==> src/rtl/sat_addsub_acc.sv <==
// Two-stage signed saturating add/sub/accumulate unit with per-result clip flags
// and a sticky saturation-event counter.
module sat_addsub_acc #(
  parameter int unsigned DW    = 14,
  parameter int unsigned CNT_W = 16
) (
  input  logic             aclk,
  input  logic             rst_i,
  input  logic             en_i,
  input  logic [1:0]       mode_i,
  input  logic [DW-1:0]    int1_i,
  input  logic [DW-1:0]    int2_i,
  input  logic             clr_cnt_i,
  output logic [DW-1:0]    dat_o,
  output logic             valid_o,
  output logic             sat_pos_o,
  output logic             sat_neg_o,
  output logic [CNT_W-1:0] sat_cnt_o,
  output logic [DW-1:0]    acc_o
);

  typedef enum logic [1:0] {
    MODE_ADD  = 2'b00,
    MODE_SUB  = 2'b01,
    MODE_ACC  = 2'b10,
    MODE_LOAD = 2'b11
  } mode_e;

  localparam logic [DW-1:0]    SAT_MAX = {1'b0, {(DW-1){1'b1}}};
  localparam logic [DW-1:0]    SAT_MIN = {1'b1, {(DW-1){1'b0}}};
  localparam logic [CNT_W-1:0] CNT_MAX = '1;

  // Clip a DW+1 bit raw result back to DW bits using its two top bits.
  function automatic logic [DW-1:0] sat_val(input logic [DW:0] raw);
    logic [DW-1:0] res;
    case (raw[DW:DW-1])
      2'b01:   res = SAT_MAX;
      2'b10:   res = SAT_MIN;
      default: res = raw[DW-1:0];
    endcase
    return res;
  endfunction

  logic [DW:0]      w_a;
  logic [DW:0]      w_b;
  logic [DW:0]      w_acc_x;
  logic [DW:0]      w_raw;
  mode_e            w_mode;
  logic [DW-1:0]    w_s1_sat;
  logic             w_s1_pos;
  logic             w_s1_neg;

  logic [DW:0]      r_s1_raw;
  logic             r_s1_vld;
  logic [DW-1:0]    r_acc;
  logic [DW-1:0]    r_dat;
  logic             r_valid;
  logic             r_pos;
  logic             r_neg;
  logic [CNT_W-1:0] r_cnt;

  assign w_mode  = mode_e'(mode_i);
  assign w_a     = {int1_i[DW-1], int1_i};
  assign w_b     = {int2_i[DW-1], int2_i};
  assign w_acc_x = {r_acc[DW-1], r_acc};

  // Stage-1 raw result; one guard bit means the sum/difference never wraps.
  always_comb begin
    w_raw = w_a;
    case (w_mode)
      MODE_ADD:  w_raw = w_a + w_b;
      MODE_SUB:  w_raw = w_a - w_b;
      MODE_ACC:  w_raw = w_acc_x + w_a;
      MODE_LOAD: w_raw = w_a;
      default:   w_raw = w_a;
    endcase
  end

  assign w_s1_sat = sat_val(r_s1_raw);
  assign w_s1_pos = (r_s1_raw[DW:DW-1] == 2'b01);
  assign w_s1_neg = (r_s1_raw[DW:DW-1] == 2'b10);

  // Stage 1: capture raw result; accumulator advances here so ACC ops chain.
  always_ff @(posedge aclk) begin
    if (rst_i) begin
      r_s1_raw <= '0;
      r_s1_vld <= 1'b0;
      r_acc    <= '0;
    end else begin
      r_s1_vld <= en_i;
      if (en_i) begin
        r_s1_raw <= w_raw;
        if (w_mode == MODE_ACC || w_mode == MODE_LOAD) begin
          r_acc <= sat_val(w_raw);
        end
      end
    end
  end

  // Stage 2: saturate and flag; data holds across bubbles, flags do not.
  always_ff @(posedge aclk) begin
    if (rst_i) begin
      r_dat   <= '0;
      r_valid <= 1'b0;
      r_pos   <= 1'b0;
      r_neg   <= 1'b0;
    end else begin
      r_valid <= r_s1_vld;
      if (r_s1_vld) begin
        r_dat <= w_s1_sat;
        r_pos <= w_s1_pos;
        r_neg <= w_s1_neg;
      end else begin
        r_pos <= 1'b0;
        r_neg <= 1'b0;
      end
    end
  end

  // Saturation-event counter; clear wins over a coincident event.
  always_ff @(posedge aclk) begin
    if (rst_i) begin
      r_cnt <= '0;
    end else if (clr_cnt_i) begin
      r_cnt <= '0;
    end else if (r_s1_vld && (w_s1_pos || w_s1_neg) && (r_cnt != CNT_MAX)) begin
      r_cnt <= r_cnt + CNT_W'(1);
    end
  end

  assign dat_o     = r_dat;
  assign valid_o   = r_valid;
  assign sat_pos_o = r_pos;
  assign sat_neg_o = r_neg;
  assign sat_cnt_o = r_cnt;
  assign acc_o     = r_acc;

endmodule
==> config.mk <==
export PLATFORM = sky130hd
export DESIGN_NAME = sat_addsub_acc
export DESIGN_NICKNAME = d
export VERILOG_FILES = /design/src/rtl/sat_addsub_acc.sv
export SDC_FILE = /design/constraint.sdc
export NUM_CORES = 1
export LEC_CHECK = 0
export ABC_AREA = 0
export CAP_MARGIN = 0
export CORE_MARGIN = 8
export CORE_UTILIZATION = 52
export DETAILED_ROUTE_END_ITERATION = 6
export GPL_TIMING_DRIVEN = 0
export PLACE_DENSITY = 0.8
export RECOVER_POWER = 25
export SKIP_CTS_REPAIR_TIMING = 1
export SYNTH_ARGS = -nofsm -noshare
export SYNTH_HDL_FRONTEND = slang
export SYNTH_SLANG_ARGS = --single-unit
==> constraint.sdc <==
create_clock -name aclk -period 6 [get_ports aclk]
set_input_delay 1.2 -clock aclk [delete_from_list [all_inputs] [get_ports aclk]]
set_output_delay 1.2 -clock aclk [all_outputs]
set_load 0.01 [all_outputs]
==> results.yml <==
timing:
  hold_viol: 0
  worst-slew-pin-transition_ns: 0.897
  timing.slew.headroom_pct: 38.6
  finClkSkew_ns: 0.00846
  max_freq_mhz: 172
  grt_setup_unrepaired: "false"
  maxSlewViolCount: 0
  setup_viol_count_final: 0
  final_min_period_over_clock_period_pct: 96.8
  final.min_clock_period_ns: 5.81
clock_network:
  cts_buffer_count: 9
  clock_tree.buffer_depth: 2
  tritoncts_num_sinks: 63
  clock_latency_ns: 0.33
  cts.clk_slew.worst_paths_ns: 0.07
  clock_tree_from_tritoncts: "yes"
  clockRootBuffer: "clkbuf_8"
  cts-htree-levels: 3
synth:
  synth_area_sq_mm: 0.00406
  syn_nets: 577
  yosysTopAreaCell: "dfxtp_1"
  avgSynthCellArea_sq_um: 7.84
  synth-warning-count: 0
  post-synth-top-area-fraction_pct: 31.1
  synth.ff_latch_count: 63
  synth-edff-count: 0
  ys_async_sr_fraction_pct: 0
  synth.top_cells.by_area: "dfxtp_1 31%, ha_1 7.4%, nor2_1 6.5%"
  ys_seq_area_share_pct: 31.1
  post_synth_inst_count: 518
  distinct_cell_type_count_of_the_synthesized_netlist: 62
  postSynth.topFlopCell: "dfxtp_1"
detailed_routing:
  routed_wl_mm: 12.4
  dr_total_vias: 4246
  first_pass_iters: 7
  detail_route.iter0.violations: 299
  post-route-drc-count: 0
  vias_per_cell: 5.95
  route.antenna.remaining_nets: 0
  route.detailed.wl_per_inst_microns: 17.4
critical_path:
  worstReg2RegStart: "acc_o[1]"
  peak_per_stage_delay_on_the_critical_path_ns: 0.50
  critical_path.cell_chain: "clkdlybuf4s50_1 > inv_1 > ha_1 > or4b_4 > nand2b_4 > nor3_4 > nand3_2 > mux2_4 > a221o_1 > ha_4 > nand4_1 > nor2b_1 > o211ai_1 > and3_1 > nor3_2 > xor2_1 > ha_2 > clkbuf_4 > o311ai_0 > a22o_1"
  rrSetupSlack_ns: 2.27
  critical_path_capture_point_type: "flop"
  crit_arrival_ns: 6.03
  buffers_and_inverters_on_the_worst_path: 3
  path_delay_family: "simple AND/OR/NAND/NOR gates"
  critPathMaxFanout: 10
  startpoint_type: "input port"
  critPathRequiredTime_ns: 6.23
  critical-path-slowest-cell: "or4b_4"
  timing.setup.critical_path_class: "in2reg"
  setup.worst_path.start: "int2_i[0]"
finish:
  register_area_sq_mm: 0.00126
  finish.instance_area_sq_mm: 0.00527
  syn2layout_area_growth_pct: 29.7
  num-nets-final: 666
  nFillCells: 651
  number_of_antenna_cells_inserted: 0
  most-common-layout-cells: "68 x nor2_1, 63 x dfxtp_1, 61 x clkdlybuf4s50_1"
  post_route_cells_drive_above_1_share_pct: 6.05
  multi_input_area_sq_mm: 0.00263
  mostFrequentLayoutCell: "nor2_1"
  finalCoreUtilization_pct: 68.9
floorplan:
  initial_core_util_pct: 53.1
  floorplan.die_area_sq_mm: 0.0109
  placementRows: 32
  floorplan.io_pins: 81
  die_y_microns: 104
  die_w_microns: 104
  core_region_area_sq_mm: 0.00765
placed_design:
  hpwl_mm: 9.71
  io_buffer_count: 80
  placement.cell_area_sq_mm: 0.00499
  gp_congestion: 0.948
grt:
  first_global_vias: 4181
  gr-usage-met1_pct: 26.8
  met2_usage_pct: 37.4
  busiest_layer: "met2"
  grt_antenna_before_repair: 0
  grt_overflow_total: 0
  wire_length_of_the_first_global_routing_pass_mm: 20.4
  gr-usage-met3_pct: 5.39
  grt_start_max_net_pins: 12
  grt_util_all_layers_pct: 22.2
flow_run:
  max_cap_violations: 0
pwr:
  power.density_mw_per_mm2: 248
  irDropWorstVdd_mv: 0.123
  p_leak_uw: 0.00204
outcome:
  outcome: "complete, no violations"
hold_path:
  holdCritStartpoint: "r_s1_raw[7]"
  worst_hold_path_type: "reg2reg"
==> cell families after synthesis <==
group                    synth area share [%]
flip-flops                               31.1
XOR/XNOR                                 3.88
adder cells (fa/ha/maj)                  7.89
buffers and inverters                    5.46
multiplexers                             2.16
AND/OR/NAND/NOR                          23.0
AO/OA/AOI/OAI                            26.5
==> routing by layer <==
layer / wire (microns) / part of all wire, %
met1: 5370 / 43
met4: 247 / 2.0
met5: 0 / 0
met3: 1080 / 8.7
met2: 5730 / 46
==> power by group <==
| group | internal [uW] | switching, uW | total (uW) |
|---|---|---|---|
| registers | 449 | 26.1 | 475 |
| logic | 180 | 242 | 422 |
| clock network | 245 | 166 | 412 |
| total | 875 | 434 | 1310 |
==> sequential cells by signal, summed over array words and instances (netlist names) <==
signal,flops
acc_o,14
dat_o,14
r_s1_raw,15
r_s1_vld,1
sat_cnt_o,16
sat_neg_o,1
sat_pos_o,1
valid_o,1
==> stage by stage <==
| step | hold WS [ns] | setup TNS [ns] | total power, uW | std cells | setup WS, ns |
|---|---|---|---|---|---|
| after floorplan | 0.441 | 0 | 732 | 518 | 0.410 |
| after global placement | 0.458 | -8.99 | 872 | 700 | -0.807 |
| after detailed placement | 0.459 | -10.51 | 879 | 700 | -0.896 |
| after CTS | 0.469 | -5.28 | 1290 | 716 | -0.520 |
| after global routing | 0.487 | 0 | 1370 | 714 | 0.0143 |
| final | 0.469 | 0 | 1310 | 714 | 0.193 |
==> cells in the mapped netlist, types with 4 or more instances <==
cell type,count
mux2i_1,5
a31oi_1,8
nor3_1,10
inv_1,25
a21oi_1,47
a32oi_1,5
dfxtp_1,63
o21ai_0,12
clkbuf_1,32
nand4_1,7
nand3_1,9
o21a_1,4
xor2_1,14
a211oi_1,28
a311oi_1,4
nor2_1,70
xnor2_1,4
nand2b_1,6
nor3b_1,6
o21ai_1,6
o211ai_1,11
nand2_1,34
ha_1,24
and3_1,8
o22ai_1,11
nor2b_1,9
==> path summary, 6_finish.rpt <==
check	end	cells past startpoint
worst min-delay path	r_s1_raw[7]	2
worst max-delay path	acc_o[6]	20
worst min register to register	r_s1_raw[7]	2
worst max register to register	acc_o[6]	14
==> worst reg2reg max path, delay by kind of cell, from the launching register on <==
kind                     cells  cell delay, ns
flip-flops                   1            0.38
XOR/XNOR                     1            0.13
AND/OR/NAND/NOR              3            0.65
buffers and inverters        2            0.36
AO/OA/AOI/OAI                6            1.23
adder cells (fa/ha/maj)      2            0.88
==> final cells by class <==
type | instances | area share, %
Buffer | 31 | 2.30
Clock buffer | 11 | 2.68
Clock inverter | 5 | 1.54
Inverter | 25 | 1.78
Multi-Input combinational cell | 396 | 50.0
Sequential cell | 63 | 23.9
Tap cell | 102 | 2.42
Timing Repair Buffer | 81 | 15.3
No activity file was read; power rests on OpenSTA's default activity.
